`src/rtl/alu_cmd_sequencer_if.sv`:
```
// Bundle of the command, ALU-side and result signals of the ALU command sequencer.
// The sequencer connects through the slave modport; its environment drives the master side.
interface alu_cmd_sequencer_if;
   // Command channel from upstream
   logic        cmd_valid;
   logic        cmd_ready;
   logic [1:0]  cmd_op;
   logic [7:0]  cmd_x;
   logic [7:0]  cmd_y;
   // Downstream ALU control and data
   logic        alu_rst;
   logic        alu_start;
   logic [1:0]  alu_op;
   logic [7:0]  alu_inbus;
   logic        alu_done;
   logic [15:0] alu_outbus;
   // Result channel
   logic        res_valid;
   logic        res_ready;
   logic [15:0] res_data;
   logic        res_timeout;
   // Status
   logic        busy;

   modport slave (
      input  cmd_valid, cmd_op, cmd_x, cmd_y, alu_done, alu_outbus, res_ready,
      output cmd_ready, alu_rst, alu_start, alu_op, alu_inbus,
             res_valid, res_data, res_timeout, busy
   );

   modport master (
      output cmd_valid, cmd_op, cmd_x, cmd_y, alu_done, alu_outbus, res_ready,
      input  cmd_ready, alu_rst, alu_start, alu_op, alu_inbus,
             res_valid, res_data, res_timeout, busy
   );
endinterface

```
`src/rtl/alu_cmd_sequencer.sv`:
```
// Sequences one ALU command at a time: clear the ALU, present X with start for two
// cycles, present Y while waiting for done (or a timeout), then hold the result until
// downstream takes it. All outputs come from state and registers only.
module alu_cmd_sequencer #(
   parameter int unsigned TIMEOUT = 64
) (
   input  logic                 clk,
   input  logic                 rst,
   alu_cmd_sequencer_if.slave   bus
);

   typedef enum logic [2:0] {
      S_IDLE   = 3'd0,
      S_CLEAR  = 3'd1,
      S_LOAD_X = 3'd2,
      S_WAIT   = 3'd3,
      S_RESULT = 3'd4
   } state_t;

   // Last counter value before the limit is reached; a WAIT cycle seen with this value
   // and no done is the final allowed WAIT cycle.
   localparam logic [7:0] WAIT_LAST = 8'(TIMEOUT - 32'd1);

   state_t      state_q,    state_d;
   logic        load_2nd_q, load_2nd_d;   // second LOAD_X cycle in progress
   logic [7:0]  wait_cnt_q, wait_cnt_d;
   logic [1:0]  op_q,       op_d;
   logic [7:0]  x_q,        x_d;
   logic [7:0]  y_q,        y_d;
   logic [15:0] res_data_q, res_data_d;
   logic        res_to_q,   res_to_d;

   // State and datapath registers with asynchronous reset to the idle/cleared condition
   always_ff @(posedge clk or posedge rst) begin
      if (rst) begin
         state_q    <= S_IDLE;
         load_2nd_q <= 1'b0;
         wait_cnt_q <= 8'd0;
         op_q       <= 2'b00;
         x_q        <= 8'h00;
         y_q        <= 8'h00;
         res_data_q <= 16'h0000;
         res_to_q   <= 1'b0;
      end else begin
         state_q    <= state_d;
         load_2nd_q <= load_2nd_d;
         wait_cnt_q <= wait_cnt_d;
         op_q       <= op_d;
         x_q        <= x_d;
         y_q        <= y_d;
         res_data_q <= res_data_d;
         res_to_q   <= res_to_d;
      end
   end

   // Next-state and datapath update: command latch, LOAD_X length, wait/timeout, result capture
   always_comb begin
      state_d    = state_q;
      load_2nd_d = load_2nd_q;
      wait_cnt_d = wait_cnt_q;
      op_d       = op_q;
      x_d        = x_q;
      y_d        = y_q;
      res_data_d = res_data_q;
      res_to_d   = res_to_q;
      case (state_q)
         S_IDLE: begin
            if (bus.cmd_valid) begin
               op_d    = bus.cmd_op;
               x_d     = bus.cmd_x;
               y_d     = bus.cmd_y;
               state_d = S_CLEAR;
            end else begin
               state_d = S_IDLE;
            end
         end
         S_CLEAR: begin
            load_2nd_d = 1'b0;
            state_d    = S_LOAD_X;
         end
         S_LOAD_X: begin
            if (load_2nd_q) begin
               wait_cnt_d = 8'd0;
               state_d    = S_WAIT;
            end else begin
               load_2nd_d = 1'b1;
            end
         end
         S_WAIT: begin
            // done takes priority over the timeout in the same cycle
            if (bus.alu_done) begin
               res_data_d = bus.alu_outbus;
               res_to_d   = 1'b0;
               state_d    = S_RESULT;
            end else if (wait_cnt_q == WAIT_LAST) begin
               wait_cnt_d = wait_cnt_q + 8'd1;
               res_data_d = 16'h0000;
               res_to_d   = 1'b1;
               state_d    = S_RESULT;
            end else begin
               wait_cnt_d = wait_cnt_q + 8'd1;
            end
         end
         S_RESULT: begin
            if (bus.res_ready) begin
               state_d = S_IDLE;
            end else begin
               state_d = S_RESULT;
            end
         end
         default: begin
            state_d = S_IDLE;
         end
      endcase
   end

   // Output decode from the current state and latched operands
   always_comb begin
      bus.cmd_ready = 1'b0;
      bus.busy      = 1'b1;
      bus.alu_rst   = 1'b0;
      bus.alu_start = 1'b0;
      bus.alu_op    = 2'b00;
      bus.alu_inbus = 8'h00;
      bus.res_valid = 1'b0;
      case (state_q)
         S_IDLE: begin
            bus.cmd_ready = 1'b1;
            bus.busy      = 1'b0;
         end
         S_CLEAR: begin
            bus.alu_rst = 1'b1;
            bus.alu_op  = op_q;
         end
         S_LOAD_X: begin
            bus.alu_start = 1'b1;
            bus.alu_op    = op_q;
            bus.alu_inbus = x_q;
         end
         S_WAIT: begin
            bus.alu_op    = op_q;
            bus.alu_inbus = y_q;
         end
         S_RESULT: begin
            bus.res_valid = 1'b1;
         end
         default: begin
            bus.busy = 1'b1;
         end
      endcase
   end

   assign bus.res_data    = res_data_q;
   assign bus.res_timeout = res_to_q;

endmodule

```
`src/flat_wrapper.sv`:
```
// flat-port wrapper written by rule: the top's interface ports become plain ports
module alu_cmd_sequencer_flat 
#(
   parameter int unsigned TIMEOUT = 64
)
  (clk, rst, bus_cmd_valid, bus_cmd_op, bus_cmd_x, bus_cmd_y, bus_alu_done, bus_alu_outbus, bus_res_ready, bus_cmd_ready, bus_alu_rst, bus_alu_start, bus_alu_op, bus_alu_inbus, bus_res_valid, bus_res_data, bus_res_timeout, bus_busy);
  alu_cmd_sequencer_if bus_i ();
  input  logic clk;
  input  logic rst;
  input wire logic [$bits(bus_i.cmd_valid)-1:0] bus_cmd_valid;
  input wire logic [$bits(bus_i.cmd_op)-1:0] bus_cmd_op;
  input wire logic [$bits(bus_i.cmd_x)-1:0] bus_cmd_x;
  input wire logic [$bits(bus_i.cmd_y)-1:0] bus_cmd_y;
  input wire logic [$bits(bus_i.alu_done)-1:0] bus_alu_done;
  input wire logic [$bits(bus_i.alu_outbus)-1:0] bus_alu_outbus;
  input wire logic [$bits(bus_i.res_ready)-1:0] bus_res_ready;
  output wire logic [$bits(bus_i.cmd_ready)-1:0] bus_cmd_ready;
  output wire logic [$bits(bus_i.alu_rst)-1:0] bus_alu_rst;
  output wire logic [$bits(bus_i.alu_start)-1:0] bus_alu_start;
  output wire logic [$bits(bus_i.alu_op)-1:0] bus_alu_op;
  output wire logic [$bits(bus_i.alu_inbus)-1:0] bus_alu_inbus;
  output wire logic [$bits(bus_i.res_valid)-1:0] bus_res_valid;
  output wire logic [$bits(bus_i.res_data)-1:0] bus_res_data;
  output wire logic [$bits(bus_i.res_timeout)-1:0] bus_res_timeout;
  output wire logic [$bits(bus_i.busy)-1:0] bus_busy;
  assign bus_i.cmd_valid = bus_cmd_valid;
  assign bus_i.cmd_op = bus_cmd_op;
  assign bus_i.cmd_x = bus_cmd_x;
  assign bus_i.cmd_y = bus_cmd_y;
  assign bus_i.alu_done = bus_alu_done;
  assign bus_i.alu_outbus = bus_alu_outbus;
  assign bus_i.res_ready = bus_res_ready;
  assign bus_cmd_ready = bus_i.cmd_ready;
  assign bus_alu_rst = bus_i.alu_rst;
  assign bus_alu_start = bus_i.alu_start;
  assign bus_alu_op = bus_i.alu_op;
  assign bus_alu_inbus = bus_i.alu_inbus;
  assign bus_res_valid = bus_i.res_valid;
  assign bus_res_data = bus_i.res_data;
  assign bus_res_timeout = bus_i.res_timeout;
  assign bus_busy = bus_i.busy;
  alu_cmd_sequencer #(.TIMEOUT(TIMEOUT)) u_core (.clk(clk), .rst(rst), .bus(bus_i));
endmodule
```
`config.mk`:
```
export PLATFORM = sky130hd
export DESIGN_NAME = alu_cmd_sequencer_flat
export DESIGN_NICKNAME = d
export VERILOG_FILES = /design/src/rtl/alu_cmd_sequencer_if.sv /design/src/rtl/alu_cmd_sequencer.sv /design/src/flat_wrapper.sv
export SDC_FILE = /design/constraint.sdc
export NUM_CORES = 1
export LEC_CHECK = 0
export CORE_MARGIN = 2
export CORE_UTILIZATION = 45
export CTS_BUF_LIST = sky130_fd_sc_hd__clkbuf_16
export CTS_CLUSTER_DIAMETER = 120
export DETAILED_ROUTE_END_ITERATION = 7
export GPL_TIMING_DRIVEN = 0
export PLACE_DENSITY = 0.79
export SLEW_MARGIN = 20
export SYNTH_ARGS = -nofsm -noshare
export SYNTH_HDL_FRONTEND = slang
export SYNTH_SLANG_ARGS = --single-unit
```
`constraint.sdc`:
```
create_clock -name clk -period 1.9 [get_ports clk]
set_input_delay 0.285 -clock clk [delete_from_list [all_inputs] [get_ports clk]]
set_output_delay 0.285 -clock clk [all_outputs]
set_load 0.02 [all_outputs]
```
==> flow_summary.json, run 1 <==
{
  "grt_antenna_before_repair": 0,
  "synth_enable_flop_cells": 0,
  "max-vdd-ir-drop_uv": 880,
  "grt_overflow_total": 0,
  "setup_viol": 0,
  "n_antenna_cell": 0,
  "worst_ep_arrival_time_ns": 1.57,
  "r2r.worst_path.cells": 6,
  "cts_max_level": 2,
  "synth.cell_area_mm2": 0.00211,
  "tightest_slew_ns": 0.565,
  "synth.avg_cell_area_um2": 13.1,
  "hold_ws_ns": 0.270,
  "final_min_period_over_clock_period_pct": 97.8,
  "status": "finished clean",
  "syn-num-nets": 201,
  "cts_root_buffer": "clkbuf_16",
  "layout-drive-gt1-share_pct": 24.3,
  "placement.io_buffers": 70,
  "synth_cells": 161,
  "yosys.cell_types.count": 39,
  "area.growth.synth_to_final_pct": 45.6,
  "sequential_area_share_after_synthesis_pct": 55.9,
  "final_common_cell": "clkdlybuf4s50_1",
  "reg2reg_setup_slack_ns": 0.11,
  "timing.clock.skew_ns": 0.00492,
  "finalWorstSetupSlack_ns": 0.0426,
  "min_period_ns": 1.86,
  "path_clk_slew_ns": 0.06,
  "cap_violations": 0,
  "synth-seq-cells": 47,
  "cp_data_required_time_ns": 1.62,
  "switchingPower_uw": 1750,
  "final_area_mm2": 0.00307,
  "globalRouteTotalUtil_pct": 19.9,
  "netSwitchingFraction_pct": 35.5,
  "top_level_ports": 71,
  "clkLatencyLatePin_ns": 0.29,
  "hpwlAfterDp_um": 3270,
  "layout_common_cells": "clkdlybuf4s50_1, dfrtp_1, a22o_1",
  "numCtsBuffers": 5,
  "slew_violations": 0,
  "yosysWarningCount": 0,
  "grt_start_max_net_pins": 35,
  "detail_route.vias_per_cell": 5.41,
  "design.die.area_mm2": 0.00524,
  "critical_path_fanout_max": 10,
  "timing.critical_path.cells": "and3b_2, buf_6, a22o_1, buf_4",
  "pre_cts_slack_ns": -0.210,
  "worstReg2RegStart": "u_core.wait_cnt_q[0]$_DFFE_PP0P_",
  "first_iter_violations": 61,
  "avgRoutedWirePerCell_um": 16.4,
  "slew_headroom_pct": 62.1,
  "tritoncts_num_sinks": 47,
  "detail-route-antenna-nets": 0,
  "power.leakage_uw": 0.00139,
  "drcViolationCount": 0,
  "ctsLongestPathBuffers": 2,
  "min_path_type": "input pin to asynchronous set/reset pin",
  "finish.net_count": 283,
  "max_freq_mhz": 538,
  "std_cell_rows": 24,
  "floorplan.initialDensity_pct": 47.4,
  "core_area_mm2": 0.00444,
  "tritoncts_clock_tree": "done",
  "gp_routability_congestion": 0.745,
  "worst_setup_path_start_kind": "flip-flop",
  "detailed_place.area_mm2": 0.00289,
  "timing.critical_path.slowest_stage_cell": "dfrtp_2",
  "critical_path.reg2reg.endpoint": "u_core.bus.res_data[11]$_DFFE_PP0P_",
  "power.clock.fraction_pct": 16.8,
  "comb_power_share_pct": 48.7,
  "detailroute.via_count": 1595,
  "die_height_um": 72.4,
  "grt_pass1_wl_um": 7960,
  "number_of_global_route_vias_before_repair": 1654,
  "total_power_after_layout_uw": 4950,
  "seq_power_share_pct": 34.5,
  "layout.cells.non_filler": 295,
  "wirelength_um": 4840,
  "timing.final.hold_violations": 0,
  "dp_cells": 284,
  "floorplan.die.width_um": 72.4,
  "cts-hold-fix-buffers": 0,
  "async_reset_ff_share_pct": 100,
  "drt_first_pass_iters": 4,
  "power.internal_uw": 3190,
  "yosys_most_used_dff": "dfrtp_1",
  "timing_worst_setup_path_type": "flip-flop to primary output",
  "power_per_cell_area_mw_per_mm2": 1610,
  "max_stage_delay_ns": 0.48,
  "end_kind": "primary output"
}
## worst max-delay path by stage
| stage | endpoint | startpoint | slack (ns) |
|---|---|---|---|
| 2_1_floorplan | u_core.x_q[2]$_DFFE_PP0P_ | u_core.state_q[0]$_DFFE_PP0P_ | 0.16 |
| 3_5_place_dp | bus_alu_inbus[3] | u_core.state_q[1]$_DFFE_PP0P_ | -0.21 |
| 5_1_grt | bus_alu_inbus[5] | u_core.state_q[0]$_DFFE_PP0P_ | -0.0001 |
| 4_1_cts | bus_alu_inbus[1] | u_core.state_q[2]$_DFFE_PP0P_ | 0.02 |
| 6_report | bus_alu_inbus[1] | u_core.state_q[0]$_DFFE_PP0P_ | 0.04 |
| 3_3_place_gp | u_core.wait_cnt_q[3]$_DFFE_PP0P_ | rst | -0.41 |
## cell type report
cell class | instances | area (µm²)
inverters | 4 | 15.0
clock buffers | 5 | 125
plain buffers | 9 | 93.8
clock inverters | 2 | 13.8
multi-input cells | 101 | 858
fillers | 348 | 1380
repair buffers | 75 | 716
well taps | 52 | 65.1
flip-flops and latches | 47 | 1180
## per-layer routing
metal	vias up	track usage [%]	wire length [µm]
met5	-	0	0
met1	780	26.1	2090
met2	58	31.7	2340
met3	6	6.25	346
li1	751	-	-
met4	0	6.58	62
## through the flow
stage | setup TNS [ns] | util (%)
floorplan | 0 | -
global placement | -21.05 | 64.6
detailed placement | -1.66 | 65.1
CTS | 0 | 68.2
global route | -0.000125 | 69.0
finish | 0 | 69.0
## synth_stat cells, types with 2 or more instances
library cell	number	share of area (%)
buf_6	3	1.6
dfrtp_1	47	56
nand2_1	9	1.6
o21ai_0	7	1.7
and2_1	2	0.59
nor2_1	5	0.89
a22o_1	25	10
o21ai_1	4	0.95
nor3b_1	3	1.1
mux2_4	10	7.1
buf_4	3	1.1
mux2_2	8	4.3
nand3_1	3	0.71
nor2b_1	4	1.2
inv_1	4	0.71
## kinds of logic after synthesis
kind of cell | after synthesis | share of synthesized area (%)
AO/OA/AOI/OAI | 43 | 15.8
XOR/XNOR | 2 | 0.832
adder cells (fa/ha/maj) | 1 | 0.594
buffers and inverters | 13 | 4.51
flip-flops | 47 | 55.9
multiplexers | 19 | 11.9
AND/OR/NAND/NOR | 36 | 10.5
## power groups by stage
| stage | sequential (µW) | clock [µW] | combinational [µW] |
|---|---|---|---|
| global placement | 1670 | 0 | 2370 |
| CTS | 1690 | 856 | 2350 |
| global route | 1750 | 901 | 2570 |
| finish | 1700 | 833 | 2410 |
| detailed placement | 1680 | 0 | 2400 |
| floorplan | 1820 | 0 | 1270 |
## sequential cells by signal, indices dropped and copies added (netlist names)
register and cells:
u_core.wait_cnt_q 8, u_core.y_q 8, u_core.x_q 8, u_core.load_2nd_q 1
u_core.bus.res_timeout 1, u_core.bus.res_data 16, u_core.op_q 2, u_core.state_q 3
## critical path: cells and delay by family (launching register included)
kind	cells	cell delay, ns
flip-flops	1	0.48
AND/OR/NAND/NOR	1	0.26
AO/OA/AOI/OAI	1	0.24
buffers and inverters	2	0.31
## what timing repair did
action	CTS	global route
buffers inserted	2	1
setup endpoints to repair	15	8
cloned	1	0
gates resized for setup	52	8
pin swaps	0	0
(Power assumes the default switching activity.)
==> inputs of run 2 (changes only) <==
CAP_MARGIN = 40   (was not set)
==> flow_summary.json, run 2 (synthesized netlist as in run 1, its figures left out) <==
{
  "status": "finished clean",
  "worstReg2RegStart": "u_core.wait_cnt_q[0]$_DFFE_PP0P_",
  "detail-route-antenna-nets": 0,
  "finish.net_count": 283,
  "comb_power_share_pct": 48.7,
  "min_path_type": "input pin to asynchronous set/reset pin",
  "detailroute.via_count": 1595,
  "wirelength_um": 4840,
  "tritoncts_clock_tree": "done",
  "setup_viol": 0,
  "final_common_cell": "clkdlybuf4s50_1",
  "design.die.area_mm2": 0.00524,
  "avgRoutedWirePerCell_um": 16.4,
  "grt_pass1_wl_um": 7960,
  "worstSetupStartpoint": "u_core.state_q[0]$_DFFE_PP0P_",
  "dp_cells": 284,
  "grt_antenna_before_repair": 0,
  "critical_path.endpoint": "bus_alu_inbus[1]",
  "timing.clock.skew_ns": 0.00492,
  "die_height_um": 72.4,
  "total_power_after_layout_uw": 4950,
  "cap_violations": 0,
  "first_iter_violations": 61,
  "timing_worst_setup_path_type": "flip-flop to primary output",
  "drcViolationCount": 0,
  "numCtsBuffers": 5,
  "power.leakage_uw": 0.00139,
  "layout_common_cells": "clkdlybuf4s50_1, dfrtp_1, a22o_1",
  "max_freq_mhz": 538,
  "tritoncts_num_sinks": 47,
  "fillCellCount": 348,
  "max-vdd-ir-drop_uv": 880,
  "power.internal_uw": 3190,
  "worst_setup_path_start_kind": "flip-flop",
  "std_cell_rows": 24,
  "end_kind": "primary output",
  "largest_register_ff_count": 16,
  "layout.core_utilization_pct": 69.0,
  "hold_ws_ns": 0.270,
  "critical_path.reg2reg.endpoint": "u_core.bus.res_data[11]$_DFFE_PP0P_",
  "cts-hold-fix-buffers": 0,
  "path_clk_slew_ns": 0.06,
  "number_of_global_route_vias_before_repair": 1654,
  "globalRouteTotalUtil_pct": 19.9,
  "r2r.worst_path.cells": 6,
  "grt_start_max_net_pins": 35,
  "met1_length_um": 2090,
  "multi_input_area_um2": 858,
  "slew_violations": 0,
  "timing.final.hold_violations": 0,
  "power.clock.fraction_pct": 16.8,
  "hpwlAfterDp_um": 3270,
  "regArea_mm2": 0.00118,
  "final_min_period_over_clock_period_pct": 97.8,
  "floorplan.initialDensity_pct": 47.4,
  "met2WireLength_um": 2340,
  "cp_data_required_time_ns": 1.62,
  "top_level_ports": 71,
  "min_period_ns": 1.86,
  "detail_route.vias_per_cell": 5.41,
  "cts_max_level": 2,
  "tightest_slew_ns": 0.565,
  "reg2reg_setup_slack_ns": 0.11,
  "clkLatencyLatePin_ns": 0.29,
  "topRoutingLayerUsed": "met4",
  "switchingPower_uw": 1750,
  "area.growth.synth_to_final_pct": 45.6,
  "layout-drive-gt1-share_pct": 24.3,
  "worst_ep_arrival_time_ns": 1.57,
  "core_area_mm2": 0.00444,
  "ctsLongestPathBuffers": 2,
  "gp_routability_congestion": 0.745,
  "critical_path_fanout_max": 10,
  "grt_overflow_total": 0,
  "slew_headroom_pct": 62.1,
  "seq_power_share_pct": 34.5,
  "floorplan.die.width_um": 72.4,
  "netSwitchingFraction_pct": 35.5,
  "power_per_cell_area_mw_per_mm2": 1610,
  "placement.io_buffers": 70,
  "layout.cells.non_filler": 295,
  "wl_met3_um": 346,
  "n_antenna_cell": 0,
  "cts_root_buffer": "clkbuf_16",
  "drt_first_pass_iters": 4
}
run 2: worst max-delay path: stages, from the launching register on:
cell,delay [ns]
dfrtp_2,0.48
and3b_2,0.26
buf_6,0.15
a22o_1,0.24
buf_4,0.16
run 2: how the worst min path moves through the flow:
stage                                         from  slack, ns                                   to  depth (start not counted)
2_1_floorplan                        bus_res_ready       0.38        u_core.state_q[2]$_DFFE_PP0P_                          1
3_3_place_gp   u_core.bus.res_data[10]$_DFFE_PP0P_       0.48  u_core.bus.res_data[10]$_DFFE_PP0P_                          1
3_5_place_dp    u_core.bus.res_data[7]$_DFFE_PP0P_       0.48   u_core.bus.res_data[7]$_DFFE_PP0P_                          1
4_1_cts                                        rst       0.28            u_core.x_q[1]$_DFFE_PP0P_                          2
5_1_grt                                        rst       0.31            u_core.x_q[1]$_DFFE_PP0P_                          2
6_report                                       rst       0.27            u_core.x_q[1]$_DFFE_PP0P_                          2
run 2: final cells by class:
cell class	instances	share of cell area (%)
sequential	47	38.4
multi-input combinational	101	28.0
timing repair buffer	75	23.3
clock buffer	5	4.08
buffer	9	3.06
tap	52	2.12
inverter	4	0.490
clock inverter	2	0.449
run 2: power groups by stage:
stage	logic (µW)	registers [µW]	clock network, µW
finish	2410	1700	833
global route	2570	1750	901
CTS	2350	1690	856
detailed placement	2400	1680	0
global placement	2370	1670	0
floorplan	1270	1820	0
run 2: stage by stage:
step                instance area, µm²  setup WS (ns)   TNS (ns)
global placement                  2870         -0.406     -21.05
global route                      3070      -0.000125  -0.000125
floorplan                         2110          0.156          0
detailed placement                2890         -0.210      -1.66
CTS                               3030         0.0173          0
finish                            3070         0.0426          0
run 2: metal layers:
layer	up-vias	GRT usage [%]
li1	751	-
met3	6	6.25
met2	58	31.7
met1	780	26.1
met5	-	0
met4	0	6.58
run 2: timing repair:
item	4_1_cts	5_1_grt
gates cloned	1	0
resized for setup	52	8
endpoints found under the setup margin	15	8
buffers inserted	2	1
==> inputs of run 3 (changes only) <==
ABC_CLOCK_PERIOD_IN_PS = 2300   (was not set)
CORE_UTILIZATION = 49   (was 45)
PLACE_DENSITY = 0.85   (was 0.79)
clock period = 2.3 ns   (was 1.9 ns; I/O delays follow)
==> flow_summary.json, run 3 (synthesized netlist as in run 1, its figures left out) <==
{
  "core_area_mm2": 0.00406,
  "layout_common_cells": "clkdlybuf4s50_1, dfrtp_1, a22o_1",
  "status": "finished clean",
  "detail_route.vias_per_cell": 5.38,
  "critical_path.endpoint": "bus_alu_inbus[1]",
  "reg2reg_setup_slack_ns": 0.48,
  "std_cell_rows": 23,
  "power.clock.fraction_pct": 16.9,
  "placement.io_buffers": 70,
  "max-vdd-ir-drop_uv": 977,
  "design.die.area_mm2": 0.00484,
  "end_kind": "primary output",
  "comb_power_share_pct": 48.0,
  "setup_viol": 0,
  "timing.final.hold_violations": 0,
  "area.growth.synth_to_final_pct": 43.8,
  "cts_max_level": 2,
  "gp_routability_congestion": 0.762,
  "min_path_type": "input pin to asynchronous set/reset pin",
  "timing_worst_setup_path_type": "flip-flop to primary output",
  "drcViolationCount": 0,
  "ctsLongestPathBuffers": 2,
  "layout-drive-gt1-share_pct": 16.7,
  "tritoncts_clock_tree": "done",
  "n_antenna_cell": 0,
  "fillCellCount": 276,
  "power.internal_uw": 2590,
  "critical_path_fanout_max": 10,
  "pre_cts_slack_ns": 0.119,
  "critical_path.reg2reg.endpoint": "u_core.bus.res_data[9]$_DFFE_PP0P_",
  "largest_register_ff_count": 16,
  "final_min_period_over_clock_period_pct": 94.8,
  "clkLatencyLatePin_ns": 0.28,
  "cts_root_buffer": "clkbuf_16",
  "numCtsBuffers": 5,
  "floorplan.initialDensity_pct": 51.9,
  "detailroute.via_count": 1556,
  "cp_data_required_time_ns": 1.96,
  "layout.cells.non_filler": 289,
  "finish.net_count": 279,
  "r2r.worst_path.cells": 6,
  "cts-hold-fix-buffers": 0,
  "netSwitchingFraction_pct": 35.6,
  "power_per_cell_area_mw_per_mm2": 1320,
  "timing.clock.skew_ns": 0.00597,
  "cap_violations": 0,
  "grt_overflow_total": 0,
  "post-cts-setup-buffer-count": 0,
  "tightest_slew_ns": 0.554,
  "finalWorstSetupSlack_ns": 0.119,
  "hpwlAfterDp_um": 3420,
  "floorplan.die.width_um": 69.6,
  "worstReg2RegStart": "u_core.wait_cnt_q[0]$_DFFE_PP0P_",
  "wirelength_um": 4860,
  "top_level_ports": 71,
  "first_iter_violations": 85,
  "max_freq_mhz": 458,
  "slew_violations": 0,
  "grt_pass1_wl_um": 8340,
  "die_height_um": 69.6,
  "grt_start_max_net_pins": 26,
  "worst_setup_path_start_kind": "flip-flop",
  "number_of_global_route_vias_before_repair": 1664,
  "min_period_ns": 2.18,
  "detail-route-antenna-nets": 0,
  "power.leakage_uw": 0.00136,
  "worst_ep_arrival_time_ns": 1.84,
  "worstSetupStartpoint": "u_core.state_q[2]$_DFFE_PP0P_",
  "globalRouteTotalUtil_pct": 22.2,
  "tritoncts_num_sinks": 47,
  "grt_antenna_before_repair": 0,
  "drt_first_pass_iters": 4,
  "path_clk_slew_ns": 0.06,
  "slew_headroom_pct": 63.0,
  "final_common_cell": "clkdlybuf4s50_1",
  "setup_repair_after_global_routing_missed_its_margin": "false",
  "dp_cells": 282,
  "seq_power_share_pct": 35.0,
  "avgRoutedWirePerCell_um": 16.8,
  "switchingPower_uw": 1430
}
==> run 3: layout make-up <==
type	instances	area (µm²)	share of cell area, %
timing repair buffer	71	717	23.7
inverter	4	15.0	0.496
clock buffer	5	125	4.13
tap	50	62.6	2.07
clock inverter	2	8.76	0.289
multi-input combinational	101	840	27.7
sequential	47	1180	38.9
buffer	9	82.6	2.73
==> run 3: worst min-delay path by stage <==
stage                                          to                          startpoint  cells past startpoint  slack, ns
2_1_floorplan       u_core.state_q[2]$_DFFE_PP0P_                       bus_res_ready                      1       0.44
3_3_place_gp   u_core.bus.res_timeout$_DFFE_PP0P_  u_core.bus.res_timeout$_DFFE_PP0P_                      2       0.48
3_5_place_dp   u_core.bus.res_data[8]$_DFFE_PP0P_  u_core.bus.res_data[8]$_DFFE_PP0P_                      1       0.48
4_1_cts                 u_core.y_q[3]$_DFFE_PP0P_                                 rst                      2       0.46
5_1_grt                 u_core.y_q[4]$_DFFE_PP0P_                                 rst                      2       0.51
6_report                u_core.y_q[3]$_DFFE_PP0P_                                 rst                      2       0.44
==> run 3: critical path, cell delays in order, from the launching register on <==
cell and delay (ns):
dfrtp_1 0.37, buf_4 0.17, and3b_1 0.30, buf_4 0.21, a22o_1 0.16, dlygate4sd2_1 0.34
==> run 3: routing by layer <==
| metal | vias to the layer above | global-route usage (%) | wire [µm] |
|---|---|---|---|
| met3 | 6 | 6.54 | 294 |
| met1 | 758 | 28.4 | 1990 |
| li1 | 744 | - | - |
| met2 | 48 | 36.4 | 2510 |
| met5 | - | 0 | 0 |
| met4 | 0 | 7.19 | 57 |
==> run 3: what timing repair did <==
action / CTS / global route
gates cloned: 0 / 0
setup endpoints to repair: 10 / 6
resized for setup: 11 / 1
==> run 3: power by group through the flow <==
stage,clock [µW],combinational (µW),sequential (µW)
after floorplan,0,1050,1510
after global placement,0,1960,1380
after detailed placement,0,1990,1400
after CTS,691,1950,1400
after global routing,726,2050,1450
final,679,1930,1410
==> run 3: stage by stage <==
| stage | util, % | TNS [ns] | total power [µW] | hold slack (ns) | cell area (µm²) |
|---|---|---|---|---|---|
| finish | 74.6 | 0 | 4010 | 0.440 | 3030 |
| global route | 74.6 | 0 | 4230 | 0.509 | 3030 |
| CTS | 74.6 | 0 | 4040 | 0.458 | 3030 |
| detailed placement | 71.4 | 0 | 3390 | 0.481 | 2900 |
| global placement | 70.7 | -3.52 | 3340 | 0.479 | 2870 |
| floorplan | - | 0 | 2560 | 0.436 | 2110 |
